--- src/rtl/ps2_buf_ptr.sv ---
// Pointer/occupancy tracker for the IDE <-> PS2 DMA sector buffer.
// Owns both port addresses, the word count and the level/status flags the DMA engine samples.
module ps2_buf_ptr #(
    parameter int AW       = 10,
    parameter int SECT_WDS = 256
) (
    input  logic          CLK4,
    input  logic          RST,
    input  logic          DMA_ARM,
    input  logic          PS2WrIDE,
    input  logic          BufClr,
    input  logic          IncAddrA,
    input  logic          IncAddrB,
    output logic [AW-1:0] AddrA,
    output logic [AW-1:0] AddrB,
    output logic [AW:0]   Count,
    output logic          PB_OD_Rdy,
    output logic          PB_HvSpace,
    output logic          WithinBBlock,
    output logic          BBurstEnd,
    output logic          Empty,
    output logic          Full,
    output logic          OvfErr,
    output logic          UnfErr
);

    localparam logic [AW:0] DEPTH = {1'b1, {AW{1'b0}}};
    localparam logic [AW:0] SECT  = (AW+1)'(SECT_WDS);

    typedef enum logic [1:0] {IDLE, RD, WR, ERR} state_t;

    state_t        stateReg, stateNext;
    logic          armPrevReg;
    logic [AW-1:0] addrAReg, addrANext, addrBReg, addrBNext;
    logic [AW:0]   countReg, countNext;
    logic          ovfReg, ovfNext, unfReg, unfNext;
    logic          rdyReg, rdyNext, spcReg, spcNext;
    logic          wbbReg, wbbNext, bbeReg, bbeNext;
    logic          emptyReg, emptyNext, fullReg, fullNext;
    logic          writerIsA, wInc, rInc, advA, advB, errHit;

    always_comb begin
        stateNext = stateReg;
        countNext = countReg;
        ovfNext   = ovfReg;
        unfNext   = unfReg;
        advA      = 1'b0;
        advB      = 1'b0;
        errHit    = 1'b0;

        // IDLE follows the live direction input; RD/WR use the direction locked at arm time.
        writerIsA = (stateReg == RD) || ((stateReg == IDLE) && !PS2WrIDE);
        wInc      = (stateReg != ERR) && (writerIsA ? IncAddrA : IncAddrB);
        rInc      = (stateReg != ERR) && (writerIsA ? IncAddrB : IncAddrA);

        if (wInc && rInc) begin
            advA = 1'b1;
            advB = 1'b1;
        end else if (wInc) begin
            if (countReg == DEPTH) begin
                ovfNext = 1'b1;
                errHit  = 1'b1;
            end else begin
                countNext = countReg + 1'b1;
                advA      = writerIsA;
                advB      = !writerIsA;
            end
        end else if (rInc) begin
            if (countReg == '0) begin
                unfNext = 1'b1;
                errHit  = 1'b1;
            end else begin
                countNext = countReg - 1'b1;
                advA      = !writerIsA;
                advB      = writerIsA;
            end
        end

        case (stateReg)
            IDLE:    if (DMA_ARM && !armPrevReg) stateNext = PS2WrIDE ? WR : RD;
            RD, WR:  if (!DMA_ARM) stateNext = IDLE;
            ERR:     if (!DMA_ARM) stateNext = IDLE;
            default: stateNext = IDLE;
        endcase
        if (errHit) stateNext = ERR;

        if (BufClr) begin
            stateNext = IDLE;
            countNext = '0;
            ovfNext   = 1'b0;
            unfNext   = 1'b0;
            advA      = 1'b0;
            advB      = 1'b0;
        end

        addrANext = BufClr ? '0 : addrAReg + AW'(advA);
        addrBNext = BufClr ? '0 : addrBReg + AW'(advB);

        emptyNext = (countNext == '0);
        fullNext  = (countNext == DEPTH);
        rdyNext   = (stateNext == RD) && (countNext >= SECT);
        spcNext   = (stateNext == WR) && ((DEPTH - countNext) >= SECT);
        // Decodes are taken from the next address so the DMA engine sees flop outputs, never a gate glitch.
        wbbNext   = addrBNext[6] | addrBNext[5];
        bbeNext   = (addrBNext[4:0] == 5'h1F);
    end

    always_ff @(posedge CLK4 or posedge RST) begin
        if (RST) begin
            stateReg   <= IDLE;
            armPrevReg <= 1'b0;
            addrAReg   <= '0;
            addrBReg   <= '0;
            countReg   <= '0;
            ovfReg     <= 1'b0;
            unfReg     <= 1'b0;
            rdyReg     <= 1'b0;
            spcReg     <= 1'b0;
            wbbReg     <= 1'b0;
            bbeReg     <= 1'b0;
            emptyReg   <= 1'b1;
            fullReg    <= 1'b0;
        end else begin
            stateReg   <= stateNext;
            armPrevReg <= DMA_ARM;
            addrAReg   <= addrANext;
            addrBReg   <= addrBNext;
            countReg   <= countNext;
            ovfReg     <= ovfNext;
            unfReg     <= unfNext;
            rdyReg     <= rdyNext;
            spcReg     <= spcNext;
            wbbReg     <= wbbNext;
            bbeReg     <= bbeNext;
            emptyReg   <= emptyNext;
            fullReg    <= fullNext;
        end
    end

    assign AddrA        = addrAReg;
    assign AddrB        = addrBReg;
    assign Count        = countReg;
    assign PB_OD_Rdy    = rdyReg;
    assign PB_HvSpace   = spcReg;
    assign WithinBBlock = wbbReg;
    assign BBurstEnd    = bbeReg;
    assign Empty        = emptyReg;
    assign Full         = fullReg;
    assign OvfErr       = ovfReg;
    assign UnfErr       = unfReg;

endmodule
--- config.mk ---
export PLATFORM = sky130hd
export DESIGN_NAME = ps2_buf_ptr
export DESIGN_NICKNAME = d
export VERILOG_FILES = /design/src/rtl/ps2_buf_ptr.sv
export SDC_FILE = /design/constraint.sdc
export NUM_CORES = 1
export LEC_CHECK = 0
export ABC_AREA = 1
export CAP_MARGIN = 30
export CORE_ASPECT_RATIO = 0.5
export CORE_MARGIN = 1
export CORE_UTILIZATION = 49
export CTS_BUF_LIST = sky130_fd_sc_hd__clkbuf_4 sky130_fd_sc_hd__clkbuf_8
export DETAILED_ROUTE_END_ITERATION = 12
export HOLD_SLACK_MARGIN = 0.12
export PLACE_DENSITY = 0.78
export SYNTH_ARGS = -nofsm -noshare
export SYNTH_HDL_FRONTEND = slang
export SYNTH_SLANG_ARGS = --single-unit
--- constraint.sdc ---
create_clock -name CLK4 -period 2.5 [get_ports CLK4]
set_input_delay 0.75 -clock CLK4 [delete_from_list [all_inputs] [get_ports CLK4]]
set_output_delay 0.75 -clock CLK4 [all_outputs]
set_load 0.05 [all_outputs]
==> results.toml, run 1 <==
[synthesis]
syn_area_um2 = 2611
yosysUniqueCellTypes = 34
synth_nets = 376
avgSynthCellArea_um2 = 7.213
synth-xor-area-share = 0.006708
yosys.area_share.simple = 0.3752
synthAdderAreaFrac = 0.03354
synth.area.mux_share = 0
syn_inst = 362
synth_compound_area_frac = 0.06852
synth_top_family_by_area = "simple AND/OR/NAND/NOR gates"
ys.warnings.count = 0
synth_seq_cells = 42
synth_seq_area_share = 0.4030

[min_path]
worstHoldStart = "UnfErr$_DFFE_PP0P_"
hold_class = "register to register"

[setup_path]
critPathRequiredTime_ps = 2710
arrival_ps = 2750
startpoint_type = "input port"
crit_fanout = 3
crit_path_start = "IncAddrB"
path_class = "input port to register"
cp-end-kind = "register"
r2r_start = "stateReg[1]$_DFF_PP0_"

[cts]
cts_tree = "done"
postCtsHoldBufs = 0
cts_buffer_depth = 2
numCtsBuffers = 5
clock-sinks = 42
htreeDepth = 2
root_buffer = "clkbuf_8"
path_clk_slew_ps = 90
insertion_delay_ps = 310

[global_routing]
grt_max_degree = 43
antenna_found_initial = 0
grt_pass1_wl_um = 11920
first_global_vias = 2698
grt_use_total = 0.2733
grt-ovfl-total = 0

[pwr]
p_clk_frac = 0.148
leakagePower_nw = 2.038
switchingPower_mw = 1.901
p_sw_frac = 0.4853
ir_worst_vdd_mv = 0.4758
sequentialPowerShare = 0.236
internal_power_mw = 2.016
comb_power_share = 0.616
pwr_density_cell_nw_per_um2 = 994.1

[timing]
postLayoutSetupSlackWorst_ps = -40.99
tightest_slew_ps = 551.6
setup-violations-final = 1
finalHoldViolCount = 0
layout_min_cycle_time_ps = 2541
fin_worst_skew_ps = 8.851
maxSlewViolCount = 0
fin_setup_tns_ps = -40.99
fmax_ghz = 0.3935
rsz0062_at_grt = "yes"
fin_crit_sh = 1.016
max_slew_margin = 0.6323

[drt]
num_vias = 2836
drt-initial-drc-count = 117
dr.pass1.iters = 4
wire_per_inst_um = 14.78
routed_wl_um = 7965
ant_nets = 0
avgViaCountPerCell = 5.262
drc = 0

[finish]
fillers = 313
nets = 482
final_cell_mix = "76 x nand2_1, 57 x buf_4, 53 x inv_1"
drive_gt1_frac = 0.3092
fin_area_um2 = 3940
final_common_cell = "nand2_1"
areaGrowthSynthToFinish_pct = 50.89
antenna_cells = 0

[run_status]
violations = "setup timing"
outcome = "finished, violations left"

[floorplan]
dieArea_um2 = 5643
start_util = 0.5199
chipHeight_um = 53.62
core_um2 = 5022
pin_count = 46
row_count = 18
die_w_um = 105.2

[placement]
dp_slack_ps = -806.4
placed_cell_area_um2 = 3443
port_buffers = 45
dpl.hpwl_um = 5138
place.gp.congestion = 0.8955

[flow_run]
maxCapViolCount = 0
==> flip-flops by register name, indices dropped and copies added, names as in the netlist <==
| register | cells |
|---|---|
| UnfErr | 1 |
| PB_HvSpace | 1 |
| AddrB | 10 |
| BBurstEnd | 1 |
| OvfErr | 1 |
| PB_OD_Rdy | 1 |
| armPrevReg | 1 |
| WithinBBlock | 1 |
| stateReg | 2 |
| Count | 11 |
| Full | 1 |
| Empty | 1 |
| AddrA | 10 |
==> cells by family after synthesis <==
family | count (synthesis)
adders and majority gates | 7
buffers and inverters | 70
AOI/OAI and AO/OA | 34
DFF | 42
and+or+nand+nor | 207
xor gates and xnor gates | 2
==> power by group through the flow <==
stage          Combinational (mW)  Clock (mW)  Sequential (mW)
6_report                     2.41       0.580            0.923
3_3_place_gp                 2.03           0            0.911
5_1_grt                      2.62       0.612            0.933
4_1_cts                      2.20       0.577            0.904
3_5_place_dp                 2.08           0            0.915
2_1_floorplan                1.04           0             1.25
==> layout make-up <==
cell class | instances | area, um^2 | area share
Tap cell | 70 | 87.58 | 0.02223
Multi-Input combinational cell | 250 | 1523 | 0.3865
Timing Repair Buffer | 104 | 905.9 | 0.2299
Clock buffer | 6 | 76.32 | 0.01937
Clock inverter | 2 | 37.54 | 0.009527
Inverter | 65 | 251.5 | 0.06383
Sequential cell | 42 | 1059 | 0.2687
==> what timing repair did <==
item	CTS	global route
gates cloned	0	0
resized for setup	24	49
buffers inserted	13	9
setup endpoints to repair	21	12
hold endpoints to repair	0	0
pin swaps	19	28
==> metal layers <==
metal,GRT usage,part of all wire
met1,0.3263,0.42
met2,0.5132,0.51
met3,0.05327,0.050
met4,0.09155,0.022
met5,0,0
==> cell usage after synthesis <==
| master | n | area share |
|---|---|---|
| buf_12 | 1 | 0.0077 |
| inv_2 | 3 | 0.0043 |
| nand3b_2 | 2 | 0.0086 |
| nand3_1 | 40 | 0.077 |
| buf_1 | 1 | 0.0014 |
| inv_6 | 1 | 0.0034 |
| nand2_4 | 2 | 0.0086 |
| nand3_4 | 1 | 0.0067 |
| or2_2 | 1 | 0.0024 |
| xor2_1 | 2 | 0.0067 |
| nand3_2 | 3 | 0.012 |
| inv_4 | 1 | 0.0024 |
| a31oi_1 | 1 | 0.0024 |
| nand4_1 | 8 | 0.019 |
| a21boi_0 | 2 | 0.0057 |
| and3_1 | 1 | 0.0024 |
| nor3_1 | 13 | 0.025 |
| buf_2 | 1 | 0.0019 |
| buf_6 | 1 | 0.0043 |
| clkbuf_1 | 1 | 0.0014 |
| inv_1 | 60 | 0.086 |
| nand2_2 | 4 | 0.0096 |
| o21ai_0 | 8 | 0.015 |
| nor3_2 | 2 | 0.0077 |
| dfrtp_1 | 41 | 0.39 |
| nor3b_1 | 1 | 0.0029 |
| ha_1 | 7 | 0.034 |
| dfstp_2 | 1 | 0.010 |
| nor2_4 | 2 | 0.0086 |
| a21oi_1 | 22 | 0.042 |
| nor2_2 | 3 | 0.0072 |
| nor2_1 | 40 | 0.057 |
| o21a_1 | 1 | 0.0029 |
| nand2_1 | 84 | 0.12 |
==> per-stage QoR <==
| stage | util | total power [mW] | std cells | hold slack (ps) |
|---|---|---|---|---|
| floorplan | - | 2.293 | 362 | 626.7 |
| global placement | 0.6856 | 2.940 | 510 | 522.4 |
| detailed placement | 0.6856 | 2.995 | 510 | 525.2 |
| CTS | 0.7404 | 3.678 | 531 | 537.8 |
| global route | 0.7845 | 4.165 | 539 | 574.0 |
| finish | 0.7845 | 3.917 | 539 | 537.0 |
==> worst paths after layout <==
path	cells after the start	end	slack (ps)
worst max register to register	16	WithinBBlock$_DFF_PP0_	0
worst min-delay path	2	UnfErr$_DFFE_PP0P_	540
worst min register to register	2	UnfErr$_DFFE_PP0P_	540
max in group asynchronous	3	Count[5]$_DFF_PP0_	1210
min in group asynchronous	3	AddrA[9]$_DFF_PP0_	870
worst max-delay path	16	WithinBBlock$_DFF_PP0_	-40
==> worst max-delay path, cell delays in order <==
cell             delay [ps]
clkdlybuf4s15_1         190
inv_2                    80
nand3_4                 100
nand3_4                 120
nor2_4                  160
buf_6                   120
a21oi_2                  30
a21oi_2                 150
ha_2                    220
ha_4                    150
nand2_4                  60
nor2_4                  140
nand2_4                  70
o21ai_2                 130
a21oi_2                  50
or2_4                   220
Note: power is estimated with default switching activity, not from simulation.
==> run 2, diff against run 1 <==
- SKIP_LAST_GASP: default -> 1
==> run 2 against run 1 <==
Highest routed layer unchanged. Worst setup slack better by 2.4 ps. The flow still finishes with violations (setup timing). First-iteration DRC count is 17% higher. Fmax hardly changed.
==> results.toml, run 2 (synthesis results as in run 1) <==
[global_routing]
gr-max-usage-layer = "met2"
use_met3 = 0.05327
first_global_vias = 2698
antenna_found_initial = 0
grt_max_degree = 43
grt_use_met1 = 0.3263
grt_pass1_wl_um = 11920
grt_use_total = 0.2733
grt-ovfl-total = 0
use_met2 = 0.5132

[placement]
dpl.hpwl_um = 5138
dp_slack_ps = -806.4
place.gp.congestion = 0.8955
port_buffers = 45

[floorplan]
row_count = 18
dieArea_um2 = 5643
core_um2 = 5022
die_w_um = 105.2
start_util = 0.5199
pin_count = 46
chipHeight_um = 53.62

[cts]
cts_buffer_depth = 2
postCtsHoldBufs = 0
path_clk_slew_ps = 90
insertion_delay_ps = 310
htreeDepth = 2
numCtsBuffers = 5
clock-sinks = 42
root_buffer = "clkbuf_8"
cts_tree = "done"

[setup_path]
cp-end-kind = "register"
slowest_delay_ps = 220
critPathRequiredTime_ps = 2710
path_cells = "clkdlybuf4s15_1 > inv_2 > nand3_4 > nand3_4 > nor2_4 > buf_6 > a21oi_2 > a21oi_2 > ha_2 > ha_4 > nand2_4 > nor2_4 > nand2_4 > o21ai_2 > a21oi_2 > or2_4"
startpoint_type = "input port"
crit_top_cell = "a21oi_2"
crit_fanout = 3
cp_top_family = "simple AND/OR/NAND/NOR gates"
arrival_ps = 2750
critPathBufInv = 3
path_class = "input port to register"
slowest_stage = "ha_2"

[drt]
ant_nets = 0
routed_wl_um = 8012
avgViaCountPerCell = 5.245
num_vias = 2827
wire_per_inst_um = 14.86
drc = 0
dr.pass1.iters = 4
drt-initial-drc-count = 137

[finish]
fillers = 317
register_area_um2 = 1056
drive_gt1_frac = 0.3006
post-route-util = 0.7835
multiInputGateArea_um2 = 1520
final_cell_mix = "77 x nand2_1, 57 x buf_4, 54 x inv_1"
largest_reg_flops = 11
areaGrowthSynthToFinish_pct = 50.69
final_common_cell = "nand2_1"
nets = 482
antenna_cells = 0

[pwr]
internal_power_mw = 2.013
pwr_density_cell_nw_per_um2 = 996.3
p_sw_frac = 0.4865
leakagePower_nw = 2.042
switchingPower_mw = 1.907
comb_power_share = 0.617
ir_worst_vdd_mv = 0.4731
p_clk_frac = 0.148
sequentialPowerShare = 0.235
total_power_mw = 3.920

[min_path]
hold_class = "register to register"

[timing]
finalHoldViolCount = 0
tightest_slew_ps = 546.6
postLayoutSetupSlackWorst_ps = -38.63
maxSlewViolCount = 0
max_slew_margin = 0.6356
layout_min_cycle_time_ps = 2539
setup-violations-final = 1
rsz0062_at_grt = "yes"
fmax_ghz = 0.3939
fin_crit_sh = 1.015
fin_worst_skew_ps = 9.052

[run_status]
outcome = "finished, violations left"
violations = "setup timing"

[flow_run]
maxCapViolCount = 0
-- run 2: cell count changes in the layout (fill, tap and decap cells not counted) --
| cell | before | now |
|---|---|---|
| dfrtp_1 | 36 | 38 |
| dfrtp_2 | 5 | 3 |
| inv_1 | 53 | 54 |
| inv_2 | 10 | 9 |
| nand2_1 | 76 | 77 |
| nand2_2 | 9 | 8 |
-- run 2: stage by stage --
stage / TNS (ps) / instance area (um^2) / hold slack, ps / instances
after floorplan: -561.3 / 2664 / 626.7 / 362
after global placement: -11150 / 3443 / 522.4 / 510
after detailed placement: -13950 / 3443 / 525.2 / 510
after CTS: 0 / 3719 / 537.8 / 531
after global routing: -866.4 / 3935 / 574.0 / 539
final: -38.63 / 3935 / 539.7 / 539
-- run 2: what timing repair did --
item,in CTS,in global routing
endpoints found under the hold margin,0,0
buffers inserted,13,9
endpoints found under the setup margin,21,12
gates resized for setup,24,45
pin swaps,19,28
-- run 2: routing by layer --
layer | share of wire | vias to the layer above | routed length [um]
li1 | - | 1360 | -
met1 | 0.42 | 1354 | 3376
met2 | 0.51 | 93 | 4062
met3 | 0.050 | 20 | 397
met4 | 0.022 | 0 | 176
met5 | 0 | - | 0
-- run 2: worst paths after layout --
path,from,end,slack [ps],cells past startpoint
worst max-delay path,IncAddrB,WithinBBlock$_DFF_PP0_,-40,16
worst min-delay path,UnfErr$_DFFE_PP0P_,UnfErr$_DFFE_PP0P_,540,2
worst max register to register,stateReg[1]$_DFF_PP0_,WithinBBlock$_DFF_PP0_,0,16
worst min register to register,UnfErr$_DFFE_PP0P_,UnfErr$_DFFE_PP0P_,540,2
max in group asynchronous,RST,Count[5]$_DFF_PP0_,1220,3
min in group asynchronous,RST,AddrA[9]$_DFF_PP0_,870,3
-- run 2: area by class of cell --
cell class | count | share of cell area
repair buffers | 104 | 0.2302
clock inverters | 2 | 0.009539
well taps | 70 | 0.02226
flip-flops and latches | 42 | 0.2684
multi-input cells | 250 | 0.3863
clock buffers | 6 | 0.01940
inverters | 65 | 0.06391
-- run 2: worst register-to-register path, delay by kind of cell (launching register included) --
family	cells	cell delay (ps)
buffers and inverters	2	310
adder cells (fa/ha/maj)	2	370
AND/OR/NAND/NOR	8	940
AO/OA/AOI/OAI	4	360
flip-flops	1	420
-- run 2: power by group through the flow --
stage | Clock (mW) | Combinational, mW | Sequential (mW)
3_3_place_gp | 0 | 2.03 | 0.911
4_1_cts | 0.577 | 2.20 | 0.904
3_5_place_dp | 0 | 2.08 | 0.915
6_report | 0.581 | 2.42 | 0.921
2_1_floorplan | 0 | 1.04 | 1.25
5_1_grt | 0.612 | 2.62 | 0.930
